--- src/rtl/per_interco_pkg.sv ---
// Shared constants for the peripheral interconnect.
//   opc_e         response opcode encoding (OK / ERR)
//   TMO_RDATA     read data returned on a synthesized timeout error response
package per_interco_pkg;

  typedef enum logic {
    OPC_OK  = 1'b0,
    OPC_ERR = 1'b1
  } opc_e;

  localparam logic [31:0] TMO_RDATA = 32'hBADACCE5;

endpackage

--- src/rtl/per_slave_id_tracker_if.sv ---
// Request/response bus around one peripheral slave.
//   data_*   upstream side (master issues request with one-hot ID, gets response)
//   per_*    peripheral side (slave sees request without ID, returns in order)
// Modports:
//   slave  : the tracker's view (consumes upstream requests, drives peripheral)
//   master : the environment's view (drives upstream, models peripheral)
interface per_slave_id_tracker_if #(
  parameter int ADDR_WIDTH = 32,
  parameter int DATA_WIDTH = 32,
  parameter int BE_WIDTH   = DATA_WIDTH/8,
  parameter int ID_WIDTH   = 16
);
  // upstream request
  logic                  data_req_i;
  logic [ADDR_WIDTH-1:0] data_add_i;
  logic                  data_wen_i;
  logic [DATA_WIDTH-1:0] data_wdata_i;
  logic [BE_WIDTH-1:0]   data_be_i;
  logic [ID_WIDTH-1:0]   data_ID_i;
  logic                  data_gnt_o;
  // upstream response
  logic                  data_r_valid_o;
  logic [ID_WIDTH-1:0]   data_r_ID_o;
  logic [DATA_WIDTH-1:0] data_r_rdata_o;
  logic                  data_r_opc_o;
  // peripheral request
  logic                  per_req_o;
  logic [ADDR_WIDTH-1:0] per_add_o;
  logic                  per_wen_o;
  logic [DATA_WIDTH-1:0] per_wdata_o;
  logic [BE_WIDTH-1:0]   per_be_o;
  logic                  per_gnt_i;
  // peripheral response
  logic                  per_r_valid_i;
  logic [DATA_WIDTH-1:0] per_r_rdata_i;
  logic                  per_r_opc_i;

  modport slave (
    input  data_req_i, data_add_i, data_wen_i, data_wdata_i, data_be_i, data_ID_i,
    output data_gnt_o,
    output data_r_valid_o, data_r_ID_o, data_r_rdata_o, data_r_opc_o,
    output per_req_o, per_add_o, per_wen_o, per_wdata_o, per_be_o,
    input  per_gnt_i,
    input  per_r_valid_i, per_r_rdata_i, per_r_opc_i
  );

  modport master (
    output data_req_i, data_add_i, data_wen_i, data_wdata_i, data_be_i, data_ID_i,
    input  data_gnt_o,
    input  data_r_valid_o, data_r_ID_o, data_r_rdata_o, data_r_opc_o,
    input  per_req_o, per_add_o, per_wen_o, per_wdata_o, per_be_o,
    output per_gnt_i,
    output per_r_valid_i, per_r_rdata_i, per_r_opc_i
  );
endinterface

--- src/rtl/per_id_fifo.sv ---
// In-order ID FIFO, no bypass: a pushed ID is visible at head_o at the
// earliest one cycle after the push.
//   push_i/id_i   write one ID (ignored when full)
//   pop_i         drop head (ignored when empty)
//   head_o        oldest ID (valid when !empty_o)
//   full_o/empty_o/count_o   registered occupancy
module per_id_fifo #(
  parameter int ID_WIDTH = 16,
  parameter int DEPTH    = 4
) (
  input  logic                      clk,
  input  logic                      rst_n,
  input  logic                      push_i,
  input  logic [ID_WIDTH-1:0]       id_i,
  input  logic                      pop_i,
  output logic [ID_WIDTH-1:0]       head_o,
  output logic                      full_o,
  output logic                      empty_o,
  output logic [$clog2(DEPTH):0]    count_o
);
  localparam int PW = $clog2(DEPTH);
  localparam int CW = PW + 1;

  logic [DEPTH-1:0][ID_WIDTH-1:0] mem_q;
  logic [PW-1:0] wptr_q, wptr_d, rptr_q, rptr_d;
  logic [CW-1:0] cnt_q, cnt_d;
  logic          do_push, do_pop;

  assign full_o  = (cnt_q == CW'(DEPTH));
  assign empty_o = (cnt_q == '0);
  assign count_o = cnt_q;
  assign head_o  = mem_q[rptr_q];

  // local guards keep count within [0, DEPTH] whatever the caller does
  assign do_push = push_i & ~full_o;
  assign do_pop  = pop_i  & ~empty_o;

  always_comb begin
    wptr_d = do_push ? wptr_q + PW'(1) : wptr_q;
    rptr_d = do_pop  ? rptr_q + PW'(1) : rptr_q;
    cnt_d  = cnt_q;
    case ({do_push, do_pop})
      2'b10:   cnt_d = cnt_q + CW'(1);
      2'b01:   cnt_d = cnt_q - CW'(1);
      default: cnt_d = cnt_q;
    endcase
  end

  always_ff @(posedge clk or negedge rst_n) begin
    if (!rst_n) begin
      wptr_q <= '0;
      rptr_q <= '0;
      cnt_q  <= '0;
    end else begin
      wptr_q <= wptr_d;
      rptr_q <= rptr_d;
      cnt_q  <= cnt_d;
    end
  end

  // storage needs no reset: entries are only read while count is nonzero
  always_ff @(posedge clk) begin
    if (do_push) mem_q[wptr_q] <= id_i;
  end
endmodule

--- src/rtl/per_slave_id_tracker.sv ---
// Tracks master IDs for a single in-order peripheral slave. The peripheral
// never sees an ID; the tracker queues the one-hot ID of each granted request
// and tags the (registered) response with the oldest queued ID.
// Ports:
//   clk, rst_n      clock, async active-low reset
//   bus (slave)     upstream request/response + peripheral request/response
//   outstanding_o   in-flight request count
//   spurious_o      one-cycle pulse: a peripheral response arrived with nothing queued
// Optional: define PER_TRACKER_TIMEOUT_EN to add parameter TIMEOUT, a per-head
// timeout that returns an error response, and a drop counter that silently
// absorbs the late responses of timed-out requests.
module per_slave_id_tracker
  import per_interco_pkg::*;
#(
  parameter int ADDR_WIDTH = 32,
  parameter int DATA_WIDTH = 32,
  parameter int BE_WIDTH   = DATA_WIDTH/8,
  parameter int ID_WIDTH   = 16,
  parameter int DEPTH      = 4
`ifdef PER_TRACKER_TIMEOUT_EN
  , parameter int TIMEOUT  = 255
`endif
) (
  input  logic                   clk,
  input  logic                   rst_n,
  per_slave_id_tracker_if.slave  bus,
  output logic [$clog2(DEPTH):0] outstanding_o,
  output logic                   spurious_o
);
  localparam int CW = $clog2(DEPTH) + 1;

  typedef struct packed {
    logic                  vld;
    logic [ID_WIDTH-1:0]   id;
    logic [DATA_WIDTH-1:0] rdata;
    logic                  opc;
  } rsp_t;

  rsp_t                rsp_q, rsp_d;
  logic                spur_q, spur_d;
  logic                full, empty, push, pop, rsp_take, spur_hit;
  logic [ID_WIDTH-1:0] head;
  logic [CW-1:0]       cnt;

  // full comes from the registered count, so a pop in the full cycle
  // releases the grant only on the following cycle
  assign bus.per_req_o   = bus.data_req_i & ~full;
  assign bus.data_gnt_o  = bus.per_gnt_i  & ~full;
  assign bus.per_add_o   = ADDR_WIDTH'(bus.data_add_i);
  assign bus.per_wen_o   = bus.data_wen_i;
  assign bus.per_wdata_o = bus.data_wdata_i;
  assign bus.per_be_o    = BE_WIDTH'(bus.data_be_i);

  assign push = bus.data_req_i & bus.data_gnt_o;

`ifdef PER_TRACKER_TIMEOUT_EN
  localparam int TW = $clog2(TIMEOUT + 1);
  localparam int DW = 16;

  logic [TW-1:0] tmo_q, tmo_d;
  logic [DW-1:0] drop_q, drop_d;
  logic          tmo_fire, dropping;

  // responses owed to already timed-out requests are swallowed first
  assign dropping = (drop_q != '0);
  assign rsp_take = bus.per_r_valid_i & ~empty & ~dropping;
  assign spur_hit = bus.per_r_valid_i &  empty & ~dropping;
  // a real response in the same cycle wins over the timeout
  assign tmo_fire = ~empty & (tmo_q == TW'(TIMEOUT)) & ~rsp_take;
  assign pop      = rsp_take | tmo_fire;

  always_comb begin
    tmo_d  = (pop | empty) ? '0 : tmo_q + TW'(1);
    drop_d = drop_q;
    if (tmo_fire && !(bus.per_r_valid_i && dropping)) begin
      if (drop_q != '1) drop_d = drop_q + DW'(1);
    end else if (!tmo_fire && bus.per_r_valid_i && dropping) begin
      drop_d = drop_q - DW'(1);
    end
  end

  always_ff @(posedge clk or negedge rst_n) begin
    if (!rst_n) begin
      tmo_q  <= '0;
      drop_q <= '0;
    end else begin
      tmo_q  <= tmo_d;
      drop_q <= drop_d;
    end
  end
`else
  assign rsp_take = bus.per_r_valid_i & ~empty;
  assign spur_hit = bus.per_r_valid_i &  empty;
  assign pop      = rsp_take;
`endif

  per_id_fifo #(
    .ID_WIDTH (ID_WIDTH),
    .DEPTH    (DEPTH)
  ) u_fifo (
    .clk     (clk),
    .rst_n   (rst_n),
    .push_i  (push),
    .id_i    (bus.data_ID_i),
    .pop_i   (pop),
    .head_o  (head),
    .full_o  (full),
    .empty_o (empty),
    .count_o (cnt)
  );

  // response register: ID/data/opc hold their last value while vld is low
  always_comb begin
    rsp_d     = rsp_q;
    rsp_d.vld = 1'b0;
    spur_d    = spur_hit;
    if (rsp_take) begin
      rsp_d.vld   = 1'b1;
      rsp_d.id    = head;
      rsp_d.rdata = bus.per_r_rdata_i;
      rsp_d.opc   = bus.per_r_opc_i;
    end
`ifdef PER_TRACKER_TIMEOUT_EN
    else if (tmo_fire) begin
      rsp_d.vld   = 1'b1;
      rsp_d.id    = head;
      rsp_d.rdata = DATA_WIDTH'(TMO_RDATA);
      rsp_d.opc   = OPC_ERR;
    end
`endif
  end

  always_ff @(posedge clk or negedge rst_n) begin
    if (!rst_n) begin
      rsp_q  <= '0;
      spur_q <= 1'b0;
    end else begin
      rsp_q  <= rsp_d;
      spur_q <= spur_d;
    end
  end

  assign bus.data_r_valid_o = rsp_q.vld;
  assign bus.data_r_ID_o    = rsp_q.id;
  assign bus.data_r_rdata_o = rsp_q.rdata;
  assign bus.data_r_opc_o   = rsp_q.opc;
  assign outstanding_o      = cnt;
  assign spurious_o         = spur_q;
endmodule

--- src/flat_wrapper.sv ---
// flat-port wrapper written by rule: the top's interface ports become plain ports
module per_slave_id_tracker_flat import per_interco_pkg::*;
#(
  parameter int ADDR_WIDTH = 32,
  parameter int DATA_WIDTH = 32,
  parameter int BE_WIDTH   = DATA_WIDTH/8,
  parameter int ID_WIDTH   = 16,
  parameter int DEPTH      = 4

)
  (clk, rst_n, outstanding_o, spurious_o, bus_data_req_i, bus_data_add_i, bus_data_wen_i, bus_data_wdata_i, bus_data_be_i, bus_data_ID_i, bus_data_gnt_o, bus_data_r_valid_o, bus_data_r_ID_o, bus_data_r_rdata_o, bus_data_r_opc_o, bus_per_req_o, bus_per_add_o, bus_per_wen_o, bus_per_wdata_o, bus_per_be_o, bus_per_gnt_i, bus_per_r_valid_i, bus_per_r_rdata_i, bus_per_r_opc_i);
  per_slave_id_tracker_if #(.ADDR_WIDTH(ADDR_WIDTH), .DATA_WIDTH(DATA_WIDTH), .BE_WIDTH(BE_WIDTH), .ID_WIDTH(ID_WIDTH)) bus_i ();
  input  logic clk;
  input  logic rst_n;
  output logic [$clog2(DEPTH):0] outstanding_o;
  output logic spurious_o;
  input wire logic [$bits(bus_i.data_req_i)-1:0] bus_data_req_i;
  input wire logic [$bits(bus_i.data_add_i)-1:0] bus_data_add_i;
  input wire logic [$bits(bus_i.data_wen_i)-1:0] bus_data_wen_i;
  input wire logic [$bits(bus_i.data_wdata_i)-1:0] bus_data_wdata_i;
  input wire logic [$bits(bus_i.data_be_i)-1:0] bus_data_be_i;
  input wire logic [$bits(bus_i.data_ID_i)-1:0] bus_data_ID_i;
  output wire logic [$bits(bus_i.data_gnt_o)-1:0] bus_data_gnt_o;
  output wire logic [$bits(bus_i.data_r_valid_o)-1:0] bus_data_r_valid_o;
  output wire logic [$bits(bus_i.data_r_ID_o)-1:0] bus_data_r_ID_o;
  output wire logic [$bits(bus_i.data_r_rdata_o)-1:0] bus_data_r_rdata_o;
  output wire logic [$bits(bus_i.data_r_opc_o)-1:0] bus_data_r_opc_o;
  output wire logic [$bits(bus_i.per_req_o)-1:0] bus_per_req_o;
  output wire logic [$bits(bus_i.per_add_o)-1:0] bus_per_add_o;
  output wire logic [$bits(bus_i.per_wen_o)-1:0] bus_per_wen_o;
  output wire logic [$bits(bus_i.per_wdata_o)-1:0] bus_per_wdata_o;
  output wire logic [$bits(bus_i.per_be_o)-1:0] bus_per_be_o;
  input wire logic [$bits(bus_i.per_gnt_i)-1:0] bus_per_gnt_i;
  input wire logic [$bits(bus_i.per_r_valid_i)-1:0] bus_per_r_valid_i;
  input wire logic [$bits(bus_i.per_r_rdata_i)-1:0] bus_per_r_rdata_i;
  input wire logic [$bits(bus_i.per_r_opc_i)-1:0] bus_per_r_opc_i;
  assign bus_i.data_req_i = bus_data_req_i;
  assign bus_i.data_add_i = bus_data_add_i;
  assign bus_i.data_wen_i = bus_data_wen_i;
  assign bus_i.data_wdata_i = bus_data_wdata_i;
  assign bus_i.data_be_i = bus_data_be_i;
  assign bus_i.data_ID_i = bus_data_ID_i;
  assign bus_data_gnt_o = bus_i.data_gnt_o;
  assign bus_data_r_valid_o = bus_i.data_r_valid_o;
  assign bus_data_r_ID_o = bus_i.data_r_ID_o;
  assign bus_data_r_rdata_o = bus_i.data_r_rdata_o;
  assign bus_data_r_opc_o = bus_i.data_r_opc_o;
  assign bus_per_req_o = bus_i.per_req_o;
  assign bus_per_add_o = bus_i.per_add_o;
  assign bus_per_wen_o = bus_i.per_wen_o;
  assign bus_per_wdata_o = bus_i.per_wdata_o;
  assign bus_per_be_o = bus_i.per_be_o;
  assign bus_i.per_gnt_i = bus_per_gnt_i;
  assign bus_i.per_r_valid_i = bus_per_r_valid_i;
  assign bus_i.per_r_rdata_i = bus_per_r_rdata_i;
  assign bus_i.per_r_opc_i = bus_per_r_opc_i;
  per_slave_id_tracker #(.ADDR_WIDTH(ADDR_WIDTH), .DATA_WIDTH(DATA_WIDTH), .BE_WIDTH(BE_WIDTH), .ID_WIDTH(ID_WIDTH), .DEPTH(DEPTH)) u_core (.clk(clk), .rst_n(rst_n), .bus(bus_i), .outstanding_o(outstanding_o), .spurious_o(spurious_o));
endmodule
--- config.mk ---
export PLATFORM = sky130hd
export DESIGN_NAME = per_slave_id_tracker_flat
export DESIGN_NICKNAME = d
export VERILOG_FILES = /design/src/rtl/per_interco_pkg.sv /design/src/rtl/per_slave_id_tracker_if.sv /design/src/rtl/per_id_fifo.sv /design/src/rtl/per_slave_id_tracker.sv /design/src/flat_wrapper.sv
export SDC_FILE = /design/constraint.sdc
export NUM_CORES = 1
export LEC_CHECK = 0
export CORE_UTILIZATION = 30
export CTS_CLUSTER_DIAMETER = 50
export CTS_CLUSTER_SIZE = 12
export DETAILED_ROUTE_END_ITERATION = 12
export HOLD_SLACK_MARGIN = 0.15
export PLACE_DENSITY_LB_ADDON = 0.05
export SKIP_LAST_GASP = 1
export SYNTH_ARGS = -nofsm -noshare
export SYNTH_HDL_FRONTEND = slang
export SYNTH_SLANG_ARGS = --single-unit
--- constraint.sdc ---
create_clock -name clk -period 2.4 [get_ports clk]
set_input_delay 0.36 -clock clk [delete_from_list [all_inputs] [get_ports clk]]
set_output_delay 0.36 -clock clk [all_outputs]
set_load 0.02 [all_outputs]
# After elaboration in Yosys (flattened, before gate mapping)
# Cells that the tools add are included.
# Widths: inputs -> output; s select.
word_totals:
  out_inout_bits: 125
  input_bits: 123
  elab_cells: 41
  reg_bits: 122
classes:
  n_addsub: 4
  n_eq_ne: 3
  reduce_logical: 3
  mux: 7
  magnitude_cmp: 3
  bitwise: 9
ops:
  columns: ["operator", "n"]
  rows:
  - ["$bwmux 64", 1]
  - ["$mux 50", 1]
  - ["$bmux 16 s2", 1]
  - ["$demux 16 s2", 1]
  - ["$mux 16", 2]
  - ["$and 1x1->1", 7]
  - ["$lt 2x3->1 const B", 2]
  - ["$pmux 3 s2", 1]
  - ["$add 2x1->2 const B", 2]
  - ["$add 3x1->3 const B", 1]
  - ["$eq 3x3->1 const B", 1]
  - ["$logic_not 3->1", 1]
  - ["$sub 3x1->3 const B", 1]
  - ["$eq 2x1->1 const B", 1]
  - ["$eq 2x2->1 const B", 1]
  - ["$ge 2x1->1 const B", 1]
  - ["$not 1->1", 2]
  - ["$reduce_bool 2->1", 1]
  - ["$logic_and 1x1->1", 1]

# Longest topological paths before layout
# Gate-level depths: netlist of the first run.
logic_depth:
  ltp_word: 7
  ltp_mapped: 10
  ltp_nobuf: 9

# Hierarchy
# From an unflattened synthesis of the first run, not the netlist that was laid out.
hier_totals:
  hier_cells: 301
  area_unflattened_um2: 5465.2
by_module_without_submodules:
  columns: ["mod", "seq_area_each_um2", "instances", "area_each_um2", "cells_per_inst"]
  rows:
  - ["per_id_fifo", 2097.0, 1, 2775.2, 121]
  - ["per_slave_id_tracker", 1276.2, 1, 2690.1, 180]

# Least setup slack after synthesis of the first run
# Ideal clock, no wire load.
synth_timing:
  kind: "register to register"
  start: "reg u_core.u_fifo.cnt_q[0], in the netlist u_core.u_fifo.count_o[0]"
  end: "reg u_core.u_fifo.cnt_q[2], in the netlist u_core.u_fifo.count_o[2]"
  t_arrival_ps: 2234
  path_slack_ps: 86
  setup_ps: 80
  synth_period_minus_slack_ps: 2314
  path_buffers: 1
  required_ps: 2320
  stages_incl_launch_ff: 11
  path_cell_list: "dfrtp_1 > or3b_1 > and3_1 > buf_2 > inv_1 > ha_1 > inv_1 > fa_1 > xor2_1 > nor2_1 > xor2_1"
synth_between:
  elab_chain_cells: 7
  word_cells_on_any_way: 15
  cone_classes: "2 x add/sub; 3 x eq/ne; 1 x mux; 7 x bitwise; 2 x reduce/logical"
synth_rtl:
  columns: ["item", "line_no", "text"]
  rows:
  - ["from (decl)", "per_id_fifo.sv:26", "logic [CW-1:0] cnt_q, cnt_d;"]
  - ["from (signal assigned)", "per_id_fifo.sv:57", "cnt_q <= cnt_d;"]
  - ["$eq 3x3->1", "per_id_fifo.sv:29", "assign full_o = (cnt_q == CW'(DEPTH));"]
  - ["$not 1->1", "per_id_fifo.sv:35, per_slave_id_tracker.sv:48", null]
  - ["$and 1x1->1", "per_slave_id_tracker.sv:48", "assign bus.data_gnt_o = bus.per_gnt_i & ~full;"]
  - ["$and 1x1->1", "per_slave_id_tracker.sv:54", "assign push = bus.data_req_i & bus.data_gnt_o;"]
  - ["$and 1x1->1", "per_id_fifo.sv:35", "assign do_push = push_i & ~full_o;"]
  - ["$eq 2x1->1 or $eq 2x2->1 (tied branches)", "per_id_fifo.sv:42", "case ({do_push, do_pop})"]
  - ["$pmux 3 s2 or $reduce_bool 2->1 (tied branches)", null, null]
# Parallel ways exist; a longest one is shown, timed or not.
# A chain may end at the register's enable or synchronous reset.

# Worst setup path after layout of the first run
layout_timing:
  start: "reg u_core.u_fifo.cnt_q[1], in the netlist u_core.u_fifo.count_o[1]"
  end: "out bus_data_gnt_o"
layout_between:
  elab_chain_cells: 3
layout_rtl:
  columns: ["item", "line_no", "text"]
  rows:
  - ["$eq 3x3->1", "per_id_fifo.sv:29", null]
  - ["$not 1->1", "per_slave_id_tracker.sv:48", null]
  - ["$and 1x1->1", "per_slave_id_tracker.sv:48", null]
  - ["to (decl)", "flat_wrapper.sv:23", "output wire logic [$bits(bus_i.data_gnt_o)-1:0] bus_data_gnt_o;"]
# No other way between the ends.

==> results by group, run 1 <==
Worst setup path
  – WP data arrival: 1.96 ns
  – Crit path capture type: output pin
  – R2R Path Start: u_core.u_fifo.count_o[1]$_DFFE_PN0P_
  – RR Endpoint: u_core.u_fifo.count_o[2]$_DFFE_PN0P_
  – CP required: 2.04 ns
  – Worst-case reg-to-reg path depth: 9
  – Crit path to: bus_data_gnt_o
  – R2R setup slack: 0.16 ns
  – Crit. Startpoint: u_core.u_fifo.count_o[1]$_DFFE_PN0P_
  – Startpoint types: flip-flop
  – CP max FO: 5
  – Crit Path Category: reg -> out

Run status
  – Status: finished, final reports clean

Yosys
  – Mean Syn Cell Area: 12.78 sq um
  – Netlist Area Pre-Place: 0.005136 sq mm
  – Sequential share of the synthesized area: 65.68%
  – Yosys reg bits: 122
  – Post-synthesis cell count: 402
  – Netlist cell types: 21
  – Mapped Nets: 531
  – Synth warnings: 0

Finish
  – Fraction of layout cells with a size suffix above 1: 13.32%
  – Layout net count: 589
  – Fin util: 40.33%
  – Most common cell after layout, fill and taps aside: nand2_1
  – Antenna Cells: 0
  – Layout Area Growth over Synthesis: 30.67%
  – Most frequent cells in the layout: nand2_1, clkdlybuf4s50_1, edfxtp_1
  – Fillcell total: 1561

Clock tree
  – Htree depth: 4
  – Clock Sinks: 122
  – Latest clock arrival within the worst-skew pair: 0.41 ns
  – Setup bufs post-CTS: 0
  – CTS tree: built
  – Worst-path clk slew: 0.06 ns
  – Cts hold-fix bufs: 1
  – Root Buffer: clkbuf_16
  – CTS max path bufs: 2
  – CTS Buf Count: 17
  – Post-CTS sizing: 0

Global route
  – Tot GR Track Use: 13.63%
  – Largest net degree at the start of global routing: 52
  – First-pass GRT wire length: 17.77 mm
  – Initial antenna violation count: 0
  – Grt ovf: 0
  – Vias in the first global route: 3185

Timing
  – Worst Skew: 0.009129 ns
  – Final setup TNS: 0 ns
  – RSZ-0062 raised after global routing: no
  – Tmin final: 2.315 ns
  – Max-slew violations: 0
  – Final setup violation count: 0
  – Relative slew margins: 60.33%
  – Maximum clock frequency: 431.9 MHz
  – Final cycle utilization of the critical path: 96.47%
  – Worst Tran Pin Value: 0.5951 ns
  – Final hold viol count: 0

Routing
  – 1st-iter DRT viols: 95
  – Post-DR vias/cell: 4.303
  – Drc violations: 0
  – Total wire length: 11.39 mm
  – DR WL/cell: 16.44 microns
  – DRT antenna net count: 0
  – Via count: 2982
  – Drt pass-1 iters: 4

Floorplanning
  – Die height: 132.8 microns
  – Die width: 132.8 microns
  – I/O pin count: 248
  – Die ar.: 0.01765 sq mm
  – Core ar.: 0.01664 sq mm
  – Starting Density: 30.86%
  – Rows: 47

Hold path
  – Worst hold-check path type: in -> async

Place
  – DP HPWL: 7.257 mm
  – Gpl congestion: 0.7198
  – IO buf count: 109

Power
  – VDD IR max: 0.5655 mV
  – Pwr/cell area: 1248 mW/mm^2
  – Static leakage: 2.777 nW

Job
  – Max Cap Viol: 0
final cells by class:
type                       count  area (sq um)  share of cell area (%)
inverter                       7         26.28                  0.3915
clock buffer                  20         446.7                   6.655
sequential                   122          3373                   50.26
clock inverter                12         196.4                   2.927
tap                          220         275.3                   4.101
multi-input combinational    189          1162                   17.32
timing repair buffer         123          1231                   18.34
kinds of logic (layout without fill, tap and decap cells):
group,after synthesis,count (layout),share of synthesized area [%]
flops,122,122,65.68
simple gates,158,158,12.08
xor+xnor,6,6,1.023
fa+ha+maj,6,6,1.608
mux,18,18,7.503
buf+inv,91,162,11.86
compound gates,1,1,0.2436
how the worst min path moves through the flow:
stage | end | slack (ns) | depth (start not counted)
3_3_place_gp | u_core.bus.data_r_ID_o[7]$_DFFE_PN0P_ | 0.37 | 1
3_5_place_dp | u_core.bus.data_r_ID_o[14]$_DFFE_PN0P_ | 0.38 | 1
2_1_floorplan | u_core.bus.data_r_ID_o[0]$_DFFE_PN0P_ | 0.06 | 0
5_1_grt | u_core.bus.data_r_rdata_o[26]$_DFFE_PN0P_ | 0.47 | 3
4_1_cts | u_core.bus.data_r_rdata_o[26]$_DFFE_PN0P_ | 0.46 | 3
6_report | u_core.bus.data_r_ID_o[7]$_DFFE_PN0P_ | 0.47 | 2
report_power, final:
part / leakage [nW] / switching (mW) / internal [mW]
sequential: 1.29 / 0.275 / 2.72
clock: 0.318 / 0.904 / 1.87
combinational: 1.17 / 1.35 / 1.27
total: 2.78 / 2.53 / 5.85
Yosys cell counts:
library cell  count  share of area [%]
buf_4            70                 10
xnor2_1           4               0.68
nor2_1            1              0.073
mux2i_1           1               0.19
buf_2             4               0.39
mux2_4            1               0.29
and3_1            1               0.12
nor4b_1           1               0.17
and2_1            6               0.73
dfrtp_1          58                 28
fa_1              1               0.39
or3b_1            1               0.17
mux4_2           16                7.0
xor2_1            2               0.34
ha_1              5                1.2
inv_1             6               0.44
o31ai_2           1               0.24
nand2_1         148                 11
inv_2             1              0.073
edfxtp_1         64                 37
clkbuf_1         10               0.73
critical path, stage by stage, from the launching register on:
cell	delay [ns]
dfrtp_1	0.45
or3b_1	0.40
and2_1	0.17
clkdlybuf4s50_1	0.53
registers in the layout, indices dropped and copies added, names as in the netlist:
signal                     flops
u_core.u_fifo.wptr_q           2
u_core.bus.data_r_ID_o        16
u_core.bus.data_r_opc_o        1
u_core.u_fifo.mem_q           64
u_core.spurious_o              1
u_core.bus.data_r_rdata_o     32
u_core.u_fifo.rptr_q           2
u_core.bus.data_r_valid_o      1
u_core.u_fifo.count_o          3
metal layers:
metal	share of wire, %	vias up	track usage [%]	routed length (microns)
met3	7.8	30	5.709	894
li1	-	1375	-	-
met4	2.7	0	6.386	306
met1	41	1445	15.86	4671
met2	48	132	21.76	5522
met5	0	-	0	0
stage by stage:
| stage | setup slack, ns | hold slack, ns | power [mW] | instances | cell area (sq um) |
|---|---|---|---|---|---|
| 2_1_floorplan | 0.08566 | 0.06441 | 4.614 | 402 | 5136 |
| 3_3_place_gp | 0.2346 | 0.3703 | 5.683 | 660 | 6058 |
| 3_5_place_dp | 0.1766 | 0.3812 | 5.711 | 660 | 6058 |
| 4_1_cts | 0.06568 | 0.4601 | 8.530 | 693 | 6711 |
| 5_1_grt | 0.008928 | 0.4740 | 8.838 | 693 | 6711 |
| 6_report | 0.08462 | 0.4654 | 8.379 | 693 | 6711 |
Power figures use the tool's default switching activity.
==> run 2, diff against run 1 <==
- CORE_UTILIZATION: 30 -> 37
- clock period: 2.4 -> 1.9 ns (I/O delays scaled with it)
==> run 2 against run 1 <==
Compared with the run above:
- the run now ends with negative setup slack left
- via count grew 1.9%
- flip-flop and latch count did not move
- first-iteration DRC count is 3.2% higher
- clock skew down 0.00080 ns
- count of clock-buffer cells in the layout rose by 5
- final area up 0.60%
- power is 25% higher
- non-clock buffer count up 7
- largest cell class unchanged
- largest power group unchanged
- highest routed layer unchanged
==> results by group, run 2 (synthesized netlist as in run 1, its figures left out) <==
Power
  – Clock power share: 31.2% (-1.9 points)
  – VDD IR max: 0.7801 mV (+38%)
  – Internal power: 7.357 mW (+26%)
  – Sequential share of power: 36.1% (+0.4 points)
  – Static leakage: 2.800 nW (+0.85%)
  – Final total power: 10.50 mW (+25%)
  – Logic pwr share: 32.8% (+1.6 points)
  – Switching portion of total power: 29.95% (-0.20 points)
  – Pwr/cell area: 1556 mW/mm^2 (+25%)
  – P_sw: 3.146 mW (+25%)

Routing
  – Drc violations: 0 (unchanged)
  – DRT antenna net count: 0 (unchanged)
  – 1st-iter DRT viols: 98 (+3.2%)
  – Post-DR vias/cell: 4.633 (+7.7%)
  – DR WL/cell: 17.34 microns (+5.4%)
  – Total wire length: 11.37 mm (-0.19%)
  – Via count: 3039 (+1.9%)
  – Drt pass-1 iters: 4 (unchanged)

Timing
  – Min Hold Slack: 0.3972 ns (-0.06826 ns)
  – Final hold viol count: 0 (unchanged)
  – Relative slew margins: 62.14% (+1.8 points)
  – Final setup TNS: -0.1007 ns (-0.1007 ns)
  – Maximum clock frequency: 507.9 MHz
  – Final cycle utilization of the critical path: 103.6%
  – Max-slew violations: 0 (unchanged)
  – Tmin final: 1.969 ns
  – Final setup violation count: 3 (+3)
  – Setup WS post-layout: -0.06892 ns (-0.1535 ns)
  – Worst Skew: 0.008331 ns (-0.0007981 ns)
  – RSZ-0062 raised after global routing: yes
  – Worst Tran Pin Value: 0.5678 ns (-0.02725 ns)

Global route
  – Tot GR Track Use: 16.88% (+3.2 points)
  – Largest net degree at the start of global routing: 59 (+13%)
  – Initial antenna violation count: 0 (unchanged)
  – Grt ovf: 0 (unchanged)
  – Vias in the first global route: 3109 (-2.4%)
  – First-pass GRT wire length: 17.34 mm (-2.4%)

Floorplanning
  – Core ar.: 0.01340 sq mm (-19%)
  – Die width: 119.8 microns (-9.8%)
  – Rows: 42 (-11%)
  – I/O pin count: 248 (unchanged)
  – Die ar.: 0.01436 sq mm (-19%)
  – Die height: 119.8 microns (-9.8%)
  – Starting Density: 38.33% (+7.5 points)

Clock tree
  – CTS tree: built
  – Latest clock arrival within the worst-skew pair: 0.41 ns (about the same)
  – Htree depth: 4 (unchanged)
  – CTS Buf Count: 17 (unchanged)
  – Clock Sinks: 122 (unchanged)
  – Worst-path clk slew: 0.06 ns (about the same)
  – Root Buffer: clkbuf_16
  – CTS max path bufs: 2 (unchanged)

Worst setup path
  – Crit path capture type: flip-flop
  – WP data arrival: 2.30 ns (+0.34 ns)
  – CP required: 2.23 ns (+0.19 ns)
  – Crit Path Category: reg -> reg
  – Startpoint types: flip-flop
  – CP max FO: 2 (-3)
  – R2R setup slack: -0.07 ns (-0.23 ns)

Hold path
  – Worst hold-check path type: in -> async

Place
  – DP HPWL: 7.570 mm (+4.3%)
  – Gpl congestion: 0.7114 (-1.2%)
  – IO buf count: 109 (unchanged)
  – Pre-CTS WS: -0.1470 ns (-0.3236 ns)

Finish
  – Fin util: 50.38% (+10 points)
  – Fraction of layout cells with a size suffix above 1: 16.46% (+3.1 points)
  – Largest Register: u_core.u_fifo.mem_q
  – Most common cell after layout, fill and taps aside: nand2_1
  – Largest register FFs: 64 (unchanged)
  – Most frequent cells in the layout: nand2_1, clkdlybuf4s50_1, edfxtp_1
  – Antenna Cells: 0 (unchanged)
  – Layout net count: 596 (+1.2%)
  – Layout Area Growth over Synthesis: 31.45%

Job
  – Max Cap Viol: 0 (unchanged)

Run status
  – Status: finished with violations
  – Violated checks: negative setup slack
run 2: worst max-delay path: stages, from the launching register on:
cell and delay (ns):
dfrtp_2 0.40, or3b_4 0.40, and3_4 0.17, inv_4 0.05, ha_4 0.12, inv_2 0.04
fa_2 0.32, xor2_1 0.14, nor2_1 0.11, xor2_1 0.14
run 2: power by group through the flow:
stage	logic [mW]	registers [mW]	clock network [mW]
final	3.44	3.79	3.28
after detailed placement	3.46	3.84	0
after CTS	3.49	3.80	3.36
after global placement	3.44	3.81	0
after global routing	3.73	3.87	3.47
after floorplan	1.56	4.31	0
run 2: final cells by class:
class / count / area, sq um
clock buffer: 25 / 496.7
timing repair buffer: 130 / 1329
fill: 1187 / 6649
multi-input combinational: 189 / 1187
clock inverter: 7 / 112.6
sequential: 122 / 3377
tap: 176 / 220.2
inverter: 7 / 28.78
run 2: what timing repair did:
action                                 CTS  global route
endpoints found under the hold margin   58             0
hold buffers                             1             0
pin swaps                                5             0
setup endpoints to repair                4            11
gates resized for setup                 12             4
gates cloned                             0             1
setup buffers                            2             0
run 2: through the flow:
stage	cell area, sq um	cells
floorplan	5164	402
global placement	6080	620
detailed placement	6080	620
CTS	6718	655
global route	6751	656
finish	6751	656
run 2: path summary, 6_finish.rpt:
kind,from,to,cells after the start
setup / recovery,u_core.u_fifo.count_o[0]$_DFFE_PN0P_,u_core.u_fifo.count_o[2]$_DFFE_PN0P_,9
hold / removal,rst_n,u_core.bus.data_r_ID_o[14]$_DFFE_PN0P_,3
setup reg to reg,u_core.u_fifo.count_o[0]$_DFFE_PN0P_,u_core.u_fifo.count_o[2]$_DFFE_PN0P_,9
hold reg to reg,u_core.bus.data_r_ID_o[0]$_DFFE_PN0P_,u_core.bus.data_r_ID_o[0]$_DFFE_PN0P_,2
max in group asynchronous,rst_n,u_core.u_fifo.count_o[0]$_DFFE_PN0P_,3
min in group clk,bus_per_r_rdata_i[3],u_core.bus.data_r_rdata_o[3]$_DFFE_PN0P_,3
run 2: per-layer routing:
metal / share of wire, % / vias up / GRT usage (%)
met4: 2.6 / 0 / 7.813
li1: - / 1390 / -
met5: 0 / - / 0
met1: 38 / 1482 / 18.18
met3: 8.4 / 27 / 8.840
met2: 51 / 140 / 27.35
